[config.mk]
export PLATFORM = sky130hd
export DESIGN_NAME = arith_issue_ctrl
export DESIGN_NICKNAME = d
export VERILOG_FILES = /design/src/rtl/arith_pkg.sv /design/src/rtl/arith_issue_ctrl.sv
export SDC_FILE = /design/constraint.sdc
export NUM_CORES = 1
export LEC_CHECK = 0
export BUFFER_PORTS_ARGS = -buffer_cell sky130_fd_sc_hd__buf_4
export CORE_ASPECT_RATIO = 1.4
export CORE_MARGIN = 3
export CORE_UTILIZATION = 42
export DETAILED_ROUTE_END_ITERATION = 8
export PLACE_DENSITY = 0.75
export SYNTH_ARGS = -nofsm -noshare
export SYNTH_HDL_FRONTEND = slang
export SYNTH_SLANG_ARGS = --single-unit
[constraint.sdc]
create_clock -name clk -period 1.79 [get_ports clk]
set_input_delay 0.179 -clock clk [delete_from_list [all_inputs] [get_ports clk]]
set_output_delay 0.179 -clock clk [all_outputs]
set_load 0.02 [all_outputs]
[src/rtl/arith_pkg.sv]
// Shared definitions for the arithmetic-unit issue/capture controller:
// op select encodings, result flag bit positions and the controller FSM states.
package arith_pkg;

  localparam logic [1:0] OP_ADD = 2'b00;
  localparam logic [1:0] OP_SUB = 2'b01;
  localparam logic [1:0] OP_ILL = 2'b10;
  localparam logic [1:0] OP_TWC = 2'b11;

  // Bit positions inside res_flags = {lt,gt,eq,zero,overflow,carry}
  localparam int FLG_CARRY = 0;
  localparam int FLG_OVF   = 1;
  localparam int FLG_ZERO  = 2;
  localparam int FLG_EQ    = 3;
  localparam int FLG_GT    = 4;
  localparam int FLG_LT    = 5;
  localparam int FLAGS_W   = 6;

  typedef enum logic [1:0] {
    ST_IDLE   = 2'd0,
    ST_SETTLE = 2'd1,
    ST_HOLD   = 2'd2
  } state_t;

  function automatic logic [FLAGS_W-1:0] pack_flags(input logic lt, input logic gt,
                                                    input logic eq, input logic zero,
                                                    input logic ovf, input logic carry);
    logic [FLAGS_W-1:0] f;
    f            = '0;
    f[FLG_LT]    = lt;
    f[FLG_GT]    = gt;
    f[FLG_EQ]    = eq;
    f[FLG_ZERO]  = zero;
    f[FLG_OVF]   = ovf;
    f[FLG_CARRY] = carry;
    return f;
  endfunction

endpackage

[src/rtl/arith_issue_ctrl.sv]
// Issue/capture controller for the 8-bit arithmetic unit. Accepts a command,
// holds operands on the unit for SETTLE_CYCLES, then registers result and
// flags behind a valid/ready output. Stored carry supports multi-byte chains.
// Optional build macro ARITH_ISSUE_STATS_EN adds stat_ops / stat_ovf counters.
module arith_issue_ctrl
  import arith_pkg::*;
#(
  parameter int SETTLE_CYCLES = 1
) (
  input  logic       clk,
  input  logic       rst_n,
  input  logic       cmd_valid,
  output logic       cmd_ready,
  input  logic [7:0] cmd_a,
  input  logic [7:0] cmd_b,
  input  logic [1:0] cmd_op,
  input  logic       cmd_cin,
  input  logic       cmd_chain,
  output logic       alu_en,
  output logic [7:0] alu_a,
  output logic [7:0] alu_b,
  output logic       alu_cin,
  output logic [1:0] alu_s,
  input  logic [7:0] alu_f,
  input  logic       alu_carry,
  input  logic       alu_overflow,
  input  logic       alu_zero,
  input  logic       alu_eq,
  input  logic       alu_gt,
  input  logic       alu_lt,
  output logic       res_valid,
  input  logic       res_ready,
  output logic [7:0] res_data,
  output logic [5:0] res_flags,
  output logic       res_err
`ifdef ARITH_ISSUE_STATS_EN
  ,
  output logic [15:0] stat_ops,
  output logic [15:0] stat_ovf
`endif
);

  localparam logic [3:0] CNT_INIT = 4'(SETTLE_CYCLES - 1);

  state_t     state, state_nxt;
  logic [3:0] cnt;
  logic       stored_carry;
  logic       accept;
  logic       accept_ill;
  logic       capture;
  logic       res_take;

  assign accept     = cmd_valid & cmd_ready;
  assign accept_ill = accept & (cmd_op == OP_ILL);
  assign capture    = (state == ST_SETTLE) && (cnt == 4'd0);
  assign res_take   = res_valid & res_ready;

  // State register
  always_ff @(posedge clk or negedge rst_n) begin
    if (!rst_n) state <= ST_IDLE;
    else        state <= state_nxt;
  end

  // Next-state logic; a new command can be taken on the same edge a result leaves
  always_comb begin
    state_nxt = state;
    case (state)
      ST_IDLE:   if (accept) state_nxt = accept_ill ? ST_HOLD : ST_SETTLE;
      ST_SETTLE: if (cnt == 4'd0) state_nxt = ST_HOLD;
      ST_HOLD: begin
        if (res_ready) begin
          if (accept) state_nxt = accept_ill ? ST_HOLD : ST_SETTLE;
          else        state_nxt = ST_IDLE;
        end
      end
      default:   state_nxt = ST_IDLE;
    endcase
  end

  // Handshake and enable outputs decoded from state
  always_comb begin
    cmd_ready = (state == ST_IDLE) || ((state == ST_HOLD) && res_ready);
    alu_en    = (state == ST_SETTLE);
    res_valid = (state == ST_HOLD);
  end

  // Operand issue register and settle counter
  always_ff @(posedge clk or negedge rst_n) begin
    if (!rst_n) begin
      alu_a   <= '0;
      alu_b   <= '0;
      alu_s   <= '0;
      alu_cin <= 1'b0;
      cnt     <= '0;
    end else if (accept && !accept_ill) begin
      alu_a   <= cmd_a;
      alu_b   <= cmd_b;
      alu_s   <= cmd_op;
      alu_cin <= cmd_chain ? stored_carry : cmd_cin;
      cnt     <= CNT_INIT;
    end else if ((state == ST_SETTLE) && (cnt != 4'd0)) begin
      cnt <= cnt - 4'd1;
    end
  end

  // Result/flag capture, illegal-op reporting and carry chain storage
  always_ff @(posedge clk or negedge rst_n) begin
    if (!rst_n) begin
      res_data     <= '0;
      res_flags    <= '0;
      res_err      <= 1'b0;
      stored_carry <= 1'b0;
    end else if (capture) begin
      res_data     <= alu_f;
      res_flags    <= pack_flags(alu_lt, alu_gt, alu_eq, alu_zero, alu_overflow, alu_carry);
      res_err      <= 1'b0;
      stored_carry <= alu_carry;
    end else if (accept_ill) begin
      res_data  <= '0;
      res_flags <= '0;
      res_err   <= 1'b1;
    end else if (res_take) begin
      res_err <= 1'b0;
    end
  end

`ifdef ARITH_ISSUE_STATS_EN
  // Saturating counts of completed ops and overflowing captures
  always_ff @(posedge clk or negedge rst_n) begin
    if (!rst_n) begin
      stat_ops <= '0;
      stat_ovf <= '0;
    end else if (capture) begin
      if (stat_ops != 16'hFFFF) stat_ops <= stat_ops + 16'd1;
      if (alu_overflow && (stat_ovf != 16'hFFFF)) stat_ovf <= stat_ovf + 16'd1;
    end
  end
`endif

endmodule

Yosys cells after proc, flatten, opt, wreduce, memory -nomap -nowiden
Index checks and enable logic that the tools add are counted.
W data, S select, Z words.
{ "word_totals": {"reg_bits": 41, "latchBits": 0, "ramBits": 0, "rom_bits": 0, "inputBits": 38, "output_inout_bits": 37, "elab_cells": 49, "memories": 0} }
{ "op_classes": {"add_sub_neg": 1, "n_mul": 0, "div_mod_pow": 0, "magnitude_cmp": 0, "eq_ne": 6, "shifts": 0, "n_mux": 16, "bitwise": 3, "n_reduce_logical": 13} }
{ "ops": {"columns": ["operator", "n"], "rows": [
  ["$mux W8", 2],
  ["$mux W6", 2],
  ["$mux W2", 5],
  ["$mux W4", 2],
  ["$pmux W2 S3", 1],
  ["$eq A2 B2 Y1 const B", 2],
  ["$logic_and A1 B1 Y1", 4],
  ["$logic_not A4 Y1", 1],
  ["$mux W1", 4],
  ["$ne A2 B1 Y1 const B", 2],
  ["$reduce_bool A2 Y1", 2],
  ["$reduce_bool A4 Y1", 1],
  ["$sub A4 B1 Y4 const B", 1],
  ["$and A1 B1 Y1", 3],
  ["$reduce_and A3 Y1", 1],
  ["$reduce_bool A3 Y1", 1],
  ["$eq A2 B1 Y1 const B", 1],
  ["$logic_not A2 Y1", 1],
  ["$ne A2 B2 Y1 const B", 1],
  ["$logic_not A1 Y1", 1],
  ["$logic_or A1 B1 Y1", 1]
]} }

Longest topological paths before layout
Gate-level depths: netlist (run 1).
{ "logic_depth": {"ltp_word": 9, "ltp_mapped": 8, "ltp_nobuf": 6} }

Worst setup path after synthesis (run 1)
Ideal clock, no wire load.
{ "synth_path": {"path_kind": "register to register", "from": "register cnt[0]", "to": "register stored_carry", "setup_time_ps": 125, "arrival_time_ps": 1735, "required_ps": 1665, "slack_ps": -69, "stages_incl_launch_ff": 7, "path_buffers": 1, "synth_period_minus_slack_ps": 1859, "cell_sequence": "dfrtp_1 -> inv_1 -> ha_1 -> or3b_1 -> buf_6 -> nor3b_4 -> mux2_2"} }
{ "synth_via": {"elab_chain_cells": 2} }
{ "synth_lines": {"columns": ["element", "line", "rtl"], "rows": [
  ["start, declared", "arith_issue_ctrl.sv:46", "logic [3:0] cnt;"],
  ["start signal, assigned", "arith_issue_ctrl.sv:102", "cnt <= cnt - 4'd1;"],
  ["$logic_not A4 Y1", "arith_issue_ctrl.sv:55", "assign capture = (state == ST_SETTLE) && (cnt == 4'd0);"],
  ["$logic_and A1 B1 Y1", "arith_issue_ctrl.sv:55", null],
  ["end signal, assigned", "arith_issue_ctrl.sv:117", "stored_carry <= alu_carry;"],
  ["end, declared", "arith_issue_ctrl.sv:47", "logic stored_carry;"]
]} }
No other way between the ends.
A chain may end at the register's enable or synchronous reset.

Worst setup path after layout (run 1)
{ "layout_path": {"from": "register cnt[1]", "to": "register stored_carry"} }
Same word-level chain as after synthesis.

==> flow_metrics.py, run 1 <==
metrics = {
    "cts": {
        "cts_buffer_depth": 2,
        "cts_sinks": 41,
        "tritoncts": "built",
        "clock_latency_ps": 290,
        "cts_buffers": 5,
        "htreeDepth": 2,
        "clkSlewWorstSetupHoldPaths_ps": 80,
        "cts_root_buf": "clkbuf_8",
    },
    "routing": {
        "routed.top_layer": "met4",
        "dr.pass1.iters": 4,
        "drc": 0,
        "wl_met2_mm": 2.34,
        "vias": 1319,
        "routed_wl_mm": 4.06,
        "wl_met3_um": 222,
        "wl_met1_mm": 1.46,
        "avgViaCountPerCell": 5.34,
        "ant_nets": 0,
        "routedWlPerCell_um": 16.4,
        "drt_iter0_drc": 23,
    },
    "finish": {
        "drive_above_1_share_pct": 55.6,
        "diodes": 0,
        "nets": 243,
        "syn_to_final_growth_pct": 44.3,
        "fillers": 298,
        "final_cells": 247,
    },
    "pwr": {
        "peakVddDrop_mv": 1.14,
        "power.density_nw_per_um2": 1820,
        "total_power_mw": 4.46,
        "p_leak_nw": 1.22,
    },
    "placed_design": {
        "place.gp.congestion": 0.837,
        "post-dp-hpwl_mm": 3.13,
        "placedCellCount": 238,
        "port_buffers": 74,
    },
    "timing": {
        "rsz0062_at_grt": "no",
        "fin_tns_setup_ps": 0,
        "slew_headroom_pct": 66.3,
        "finClkSkew_ps": 4.63,
        "fin_crit_ps": 1700,
        "finalHoldViolCount": 0,
        "finalCritPeriodShare_pct": 95.1,
        "setup_violations": 0,
        "worst_pin_slew_ps": 505,
        "hold-worst-slack_ps": 100,
        "max_freq_ghz": 0.588,
        "slew_viol_final": 0,
    },
    "hold_path": {
        "hold_path_class": "in2reg",
        "hp-start": "alu_zero",
    },
    "die": {
        "core.rowCount": 26,
        "boundaryPins": 75,
        "core_sq_um": 3770,
        "fp.dieH_um": 81.3,
        "start_util_pct": 45.1,
        "die_area_sq_um": 4860,
        "die_w_um": 59.8,
    },
    "global_routing": {
        "grt_overflow_total": 0,
        "antenna_found_initial": 0,
        "grt_pass1_vias": 1410,
        "track_usage_pct": 17.8,
        "grt_pass1_wl_mm": 6.47,
        "grt_max_degree": 42,
    },
    "critical_path": {
        "critical_path.max_fanout": 3,
        "crit_path_start_kind": "flop",
        "r2r_start": "cnt[1]",
        "path_cells": "inv_2 > ha_4 > or3b_4 > nor3b_4 > mux2_4",
        "slowest_stage": "dfrtp_1",
        "slowest_delay_ps": 410,
        "required_ps": 1970,
        "crit_path_end_kind": "flop",
        "criticalPathCategory": "reg2reg",
        "crit_arrival_ps": 1880,
        "cp_num_buf_inv": 1,
        "rrSetupSlack_ps": 90,
        "path_delay_family": "simple AND/OR/NAND/NOR gates",
        "crit_start": "cnt[1]",
    },
    "synthesis": {
        "synth_cell_types": 33,
        "ys_top_cells_by_area": "dfrtp_1 60%, mux2_2 13%, a22o_1 7.2%",
        "ys_warn_count": 0,
        "post-synth-top-count-cell": "dfrtp_1",
        "yosysSeqAreaShare_pct": 60.3,
        "yosys.area.top_type": "dfrtp_1",
        "ys_top_cells_by_count": "41 x dfrtp_1, 19 x mux2_2, 14 x a22o_1",
        "yosysTopAreaCellShare_pct": 60.3,
        "synth_cells": 124,
        "synth-main-ff-cell": "dfrtp_1",
        "synth_edf_count": 0,
        "ys_async_sr_fraction_pct": 100,
        "synth_seq_cells": 41,
        "syn_area_per_cell_sq_um": 13.7,
        "syn-num-nets": 163,
        "synth_area_sq_um": 1700,
    },
    "status": {
        "status": "finished, final reports clean",
    },
    "run": {
        "cap_violations": 0,
    },
}
[cells in the final DEF, fill, tap and decap left out, types with 2 or more instances in the layout]
cell type and instances:
xor2_1 2, clkbuf_8 6, mux2_2 18, nor2_1 4
a31oi_1 2, buf_4 78, a22o_1 14, a21oi_1 2
nor2b_1 2, nand2_1 4, inv_2 2, dfrtp_1 41
inv_1 3, nand3_4 2, nand3_1 4
[power by group]
| group | internal [mW] | switching [mW] |
|---|---|---|
| clock | 0.455 | 0.316 |
| combinational | 1.05 | 1.09 |
| sequential | 1.31 | 0.254 |
| total | 2.81 | 1.66 |
[routing by layer]
| layer | global-route usage [%] | vias up |
|---|---|---|
| met5 | 0 | - |
| met3 | 4.61 | 4 |
| met1 | 19.6 | 672 |
| li1 | - | 603 |
| met4 | 5.32 | 0 |
| met2 | 32.7 | 40 |
[final timing paths]
check / endpoint / depth (start not counted)
worst max-delay path: stored_carry / 5
worst min-delay path: res_flags[2] / 2
worst max register to register: stored_carry / 5
worst min register to register: alu_b[7] / 1
max in group asynchronous: res_data[5] / 2
min in group asynchronous: alu_cin / 2
[sequential cells by signal, summed over array words and instances, names as in the netlist]
register,cells
res_flags,6
alu_s,2
alu_a,8
stored_carry,1
state,2
res_err,1
cnt,4
res_data,8
alu_cin,1
alu_b,8
[through the flow]
stage | setup slack, ps | cell area, sq um | util (%)
after floorplan | -3.65 | 1720 | -
after global placement | 19.9 | 2310 | 61.3
after detailed placement | -62.7 | 2310 | 61.3
after CTS | 14.9 | 2450 | 64.9
after global routing | 18.7 | 2450 | 65.1
final | 88.4 | 2450 | 65.1
[logic make-up after synthesis]
family	share of synthesized area [%]
and+or+nand+nor	8.97
AOI/OAI and AO/OA	11.9
xor gates and xnor gates	1.54
muxes	12.6
DFF	60.3
buffers and inverters	3.97
adders and majority gates	0.735
[area by class of cell]
class | count | area [sq um] | area share (%)
tap | 42 | 52.6 | 2.14
multi-input combinational | 71 | 634 | 25.8
timing repair buffer | 80 | 607 | 24.7
clock buffer | 7 | 86.3 | 3.52
sequential | 41 | 1030 | 41.8
clock inverter | 1 | 30.0 | 1.22
inverter | 5 | 18.8 | 0.765
[repair_timing]
action / 4_1_cts / 5_1_grt
setup endpoints to repair: 14 / 16
gates cloned: 0 / 0
endpoints found under the hold margin: 41 / 0
hold buffers: 1 / 0
buffers inserted: 0 / 0
gates resized for setup: 1 / 2
(Power assumes the default switching activity.)
==> run 2, diff against run 1 <==
==> config.mk (replaced) <==
export PLATFORM = sky130hd
export DESIGN_NAME = arith_issue_ctrl
export DESIGN_NICKNAME = d
export VERILOG_FILES = /design/src/rtl/arith_pkg.sv /design/src/rtl/arith_issue_ctrl.sv
export SDC_FILE = /design/constraint.sdc
export NUM_CORES = 1
export LEC_CHECK = 0
export CORE_ASPECT_RATIO = 1.4
export CORE_MARGIN = 3
export CORE_UTILIZATION = 55
export DETAILED_ROUTE_END_ITERATION = 8
export DONT_BUFFER_PORTS = 1
export PLACE_DENSITY = 0.73
export SYNTH_ARGS = -nofsm -noshare
export SYNTH_HDL_FRONTEND = slang
export SYNTH_SLANG_ARGS = --single-unit
==> run 2 against run 1 <==
  * Total power fell by 17%
  * Sequential share of layout area up 12 points
  * Hold slack lost 74 ps
  * Largest power group is now registers
==> flow_metrics.py, run 2 (synthesis results as in run 1) <==
metrics = {
    "status": {
        "status": "finished, final reports clean",
    },
    "pwr": {
        "combPwrFrac_pct": 30.7,
        "p_seq_share_pct": 53.4,
        "p_sw_share_pct": 40.4,
        "netSwitchingPower_mw": 1.50,
        "power.density_nw_per_um2": 1950,
        "p_leak_nw": 0.862,
        "peakVddDrop_mv": 1.35,
        "internal_power_mw": 2.21,
        "p_clk_share_pct": 15.9,
    },
    "critical_path": {
        "crit_path_end": "stored_carry",
        "path_cells": "inv_2 > ha_4 > or3b_4 > nor3b_4 > mux2_4",
        "crit_path_end_kind": "flop",
        "required_ps": 1960,
        "criticalPathCategory": "reg2reg",
        "rrSetupSlack_ps": 80,
        "crit_start": "cnt[0]",
        "crit_arrival_ps": 1880,
        "reg2reg_to": "stored_carry",
        "slowest_stage": "or3b_4",
        "r2r_start": "cnt[0]",
        "critical_path.max_fanout": 3,
        "crit_path_start_kind": "flop",
        "r2r_cells": 5,
        "slowest_delay_ps": 410,
    },
    "timing": {
        "slew_headroom_pct": 77.9,
        "finalCritPeriodShare_pct": 95.5,
        "max_freq_ghz": 0.585,
        "slew_viol_final": 0,
        "fin_crit_ps": 1710,
        "finClkSkew_ps": 3.05,
        "worst_pin_slew_ps": 328,
        "hold-worst-slack_ps": 25.9,
        "finalHoldViolCount": 0,
        "setup_violations": 0,
    },
    "routing": {
        "ant_nets": 0,
        "avgViaCountPerCell": 6.08,
        "drt_iter0_drc": 17,
        "routed_wl_mm": 3.31,
        "drc": 0,
        "routedWlPerCell_um": 19.5,
        "dr.pass1.iters": 4,
        "vias": 1033,
    },
    "finish": {
        "nets": 172,
        "design_area_sq_um": 1900,
        "fillers": 231,
        "finish.utilization_pct": 65.5,
        "syn_to_final_growth_pct": 11.9,
        "reg_top3": "alu_a: 8 flops, alu_b: 8 flops, res_data: 8 flops",
        "diodes": 0,
        "drive_above_1_share_pct": 31.6,
        "final_common_cell": "dfrtp_1",
        "final_cell_mix": "41 x dfrtp_1, 18 x mux2_2, 14 x a22o_1",
    },
    "cts": {
        "cts_buffer_depth": 2,
        "cts_root_buf": "clkbuf_8",
        "cts_sinks": 41,
        "clkSlewWorstSetupHoldPaths_ps": 70,
        "clock_latency_ps": 280,
        "cts_buffers": 5,
        "postCtsSetupBuffers": 0,
        "tritoncts": "built",
        "htreeDepth": 2,
    },
    "die": {
        "die_area_sq_um": 3810,
        "core_sq_um": 2910,
        "start_util_pct": 58.5,
        "die_w_um": 53.0,
        "fp.dieH_um": 71.8,
        "boundaryPins": 75,
        "core.rowCount": 23,
    },
    "global_routing": {
        "track_usage_pct": 18.5,
        "grt_overflow_total": 0,
        "grt_pass1_vias": 1149,
        "grt_pass1_wl_mm": 5.19,
        "grt_max_degree": 42,
        "antenna_found_initial": 0,
    },
    "hold_path": {
        "hold_path_class": "in2reg",
    },
    "placed_design": {
        "place_area_sq_um": 1760,
        "port_buffers": 0,
        "place.gp.congestion": 0.825,
        "post-dp-hpwl_mm": 2.45,
    },
    "run": {
        "cap_violations": 0,
    },
}
==> run 2: changes by cell type in the layout (fill, tap and decap cells not counted) <==
cell,before,now
buf_12,0,1
buf_4,78,5
bufinv_16,1,0
clkbuf_1,1,0
clkinvlp_4,0,1
dlygate4sd3_1,1,2
==> run 2: worst min-delay path by stage <==
stage	from	endpoint	slack, ps	cells after the start
6_report	alu_f[1]	res_data[1]	30	1
2_1_floorplan	rst_n	alu_a[0]	-120	0
5_1_grt	alu_f[6]	res_data[6]	20	1
4_1_cts	alu_f[4]	res_data[4]	20	1
3_5_place_dp	rst_n	alu_cin	-120	0
3_3_place_gp	rst_n	alu_cin	-120	0
==> run 2: metrics by stage <==
| stage | setup WS (ps) | setup TNS, ps | std cells | total power, mW |
|---|---|---|---|---|
| after floorplan | -3.65 | -3.65 | 124 | 2.83 |
| after global placement | 40.0 | 0 | 160 | 2.99 |
| after detailed placement | -51.7 | -503 | 160 | 3.08 |
| after CTS | 15.0 | 0 | 170 | 3.72 |
| after global routing | -5.29 | -5.29 | 170 | 3.94 |
| final | 80.4 | 0 | 170 | 3.70 |
==> run 2: timing repair <==
action / in CTS / in global routing
hold endpoints to repair: 42 / 0
resized for setup: 1 / 2
setup endpoints to repair: 14 / 16
hold buffers: 3 / 0
==> run 2: power by group through the flow <==
stage               clock [mW]  combinational, mW  sequential (mW)
CTS                      0.608               1.13             1.98
floorplan                    0              0.924             1.91
detailed placement           0               1.08             2.00
global route             0.641               1.27             2.03
finish                   0.588               1.14             1.98
global placement             0               1.01             1.98
==> run 2: per-layer routing <==
layer	vias up	GRT usage (%)	share of wire, %
li1	461	-	-
met1	507	20.3	36
met2	56	30.9	52
met3	9	7.07	10
met4	0	8.52	1.5
met5	-	0	0
==> run 2: critical path, delay by kind of cell (launching register included) <==
kind | cells | cell delay (ps)
buffers and inverters | 1 | 90
muxes | 1 | 320
and+or+nand+nor | 2 | 650
DFF | 1 | 400
adders and majority gates | 1 | 130
==> run 2: cell type report <==
cell class,count,area (sq um),area share [%]
tap,37,46.3,2.43
clock buffer,6,82.6,4.34
inverter,5,18.8,0.986
timing repair buffer,9,88.8,4.66
multi-input combinational,71,634,33.3
sequential,41,1030,53.9
clock inverter,1,7.51,0.394
==> run 3, diff against run 2 <==
--- a/config.mk
+++ b/config.mk
@@ -11,6 +11,7 @@
 export DETAILED_ROUTE_END_ITERATION = 8
 export DONT_BUFFER_PORTS = 1
 export PLACE_DENSITY = 0.73
+export SETUP_SLACK_MARGIN = 0.4
 export SYNTH_ARGS = -nofsm -noshare
 export SYNTH_HDL_FRONTEND = slang
 export SYNTH_SLANG_ARGS = --single-unit
==> run 3 against run 2 <==
  * Sequential power about the same
  * Total power up 17%
  * Die area unchanged
  * Clock-buffer cell count unchanged
  * Maximum frequency up 2.5%
  * Setup slack better by 42 ps
  * Highest routed layer unchanged
==> flow_metrics.py, run 3 (synthesis results as in run 1) <==
metrics = {
    "finish": {
        "finish.utilization_pct": 74.0,
        "diodes": 0,
        "final_cell_mix": "39 x dfrtp_1, 17 x mux2_2, 14 x a22o_1, 14 x buf_4",
        "nets": 188,
        "fillers": 185,
        "syn_to_final_growth_pct": 26.4,
        "reg_top3": "alu_a: 8 flops, alu_b: 8 flops, res_data: 8 flops",
        "final_cells": 187,
        "drive_above_1_share_pct": 45.3,
        "design_area_sq_um": 2150,
        "final_common_cell": "dfrtp_1",
    },
    "pwr": {
        "p_leak_nw": 0.972,
        "peakVddDrop_mv": 1.43,
        "power.density_nw_per_um2": 2020,
        "total_power_mw": 4.34,
    },
    "critical_path": {
        "required_ps": 1970,
        "slowest_delay_ps": 410,
        "critical_path.max_fanout": 3,
        "path_delay_family": "simple AND/OR/NAND/NOR gates",
        "slowest_stage": "or3b_4",
        "r2r_start": "cnt[0]",
        "crit_start": "cnt[0]",
        "crit_arrival_ps": 1850,
        "rrSetupSlack_ps": 120,
        "cp_num_buf_inv": 1,
        "crit_path_start_kind": "flop",
        "criticalPathCategory": "reg2reg",
        "reg2reg_to": "stored_carry",
        "crit_path_end_kind": "flop",
        "path_cells": "inv_2 > ha_4 > or3b_4 > nor3b_4 > mux2_4",
        "r2r_cells": 5,
    },
    "timing": {
        "finalHoldViolCount": 0,
        "slew_viol_final": 0,
        "slew_headroom_pct": 70.1,
        "fin_crit_ps": 1670,
        "setup_violations": 0,
        "fin_tns_setup_ps": 0,
        "worst_pin_slew_ps": 445,
        "rsz0062_at_grt": "yes",
        "max_freq_ghz": 0.600,
        "finClkSkew_ps": 7.09,
        "finalCritPeriodShare_pct": 93.1,
        "hold-worst-slack_ps": 12.2,
        "setup_slack_ps": 123,
    },
    "placed_design": {
        "port_buffers": 0,
        "place_ws_ps": 32.8,
        "placedCellCount": 159,
        "place_area_sq_um": 1770,
        "place.gp.congestion": 0.662,
    },
    "global_routing": {
        "grt_pass1_wl_mm": 5.59,
        "grt_pass1_vias": 1234,
        "grt_max_degree": 42,
        "track_usage_pct": 20.4,
        "antenna_found_initial": 0,
        "grt_overflow_total": 0,
    },
    "hold_path": {
        "holdPathStages": 1,
        "whs_endpoint": "res_flags[5]",
        "hold_path_class": "in2reg",
        "hp-start": "alu_lt",
    },
    "cts": {
        "cts_sinks": 41,
        "clkSlewWorstSetupHoldPaths_ps": 80,
        "htreeDepth": 2,
        "cts_buffer_depth": 2,
        "cts_root_buf": "clkbuf_8",
        "tritoncts": "built",
        "cts_buffers": 5,
        "clock_latency_ps": 290,
    },
    "status": {
        "status": "finished, final reports clean",
    },
    "routing": {
        "routed_wl_mm": 3.80,
        "dr.pass1.iters": 3,
        "drc": 0,
        "avgViaCountPerCell": 5.98,
        "vias": 1119,
        "ant_nets": 0,
        "routedWlPerCell_um": 20.3,
        "drt_iter0_drc": 14,
    },
    "run": {
        "cap_violations": 0,
    },
    "die": {
        "start_util_pct": 58.5,
        "fp.dieH_um": 71.8,
        "core_sq_um": 2910,
        "boundaryPins": 75,
        "die_w_um": 53.0,
        "die_area_sq_um": 3810,
        "core.rowCount": 23,
    },
}
run 3: cell types whose count changed in the layout (fill, tap and decap cells not counted), sizes merged:
cell and change:
buf +14, nand3 +2, bufinv +1
run 3: power breakdown:
group / switching [mW] / internal [mW]
combinational: 0.717 / 0.875
sequential: 0.674 / 1.31
clock: 0.311 / 0.453
total: 1.70 / 2.64
run 3: worst register-to-register path, delay by kind of cell (launching register included):
kind / cells / cell delay [ps]
DFF: 1 / 400
adders and majority gates: 1 / 120
buffers and inverters: 1 / 90
and+or+nand+nor: 2 / 640
muxes: 1 / 320
run 3: routing by layer:
layer	vias up	wire (um)	global-route usage [%]	part of all wire (%)
met2	61	1940	33.7	51
met5	-	0	0	0
met1	551	1390	22.2	37
li1	495	-	-	-
met4	0	112	9.94	2.9
met3	12	357	8.32	9.4
run 3: cell type report:
cell class	count	area, sq um	share of cell area, %
Tap cell	37	46.3	2.15
Clock inverter	2	37.5	1.75
Clock buffer	6	82.6	3.84
Inverter	5	18.8	0.873
Sequential cell	41	1030	47.8
Multi-Input combinational cell	73	724	33.7
Timing Repair Buffer	23	213	9.89
run 3: worst max path at each step:
stage / endpoint / slack (ps) / cells after the start
floorplan: stored_carry / -3 / 6
global placement: res_flags[2] / 90 / 6
detailed placement: res_flags[2] / 30 / 6
CTS: stored_carry / 120 / 5
global route: res_flags[2] / 80 / 6
finish: stored_carry / 120 / 5
run 3: timing repair:
| action | in CTS | in global routing |
|---|---|---|
| resized for setup | 13 | 9 |
| setup buffers | 7 | 8 |
| hold endpoints to repair | 42 | 0 |
| endpoints found under the setup margin | 40 | 41 |
| hold buffers | 3 | 0 |
| pin swaps | 1 | 4 |
| cloned | 1 | 1 |
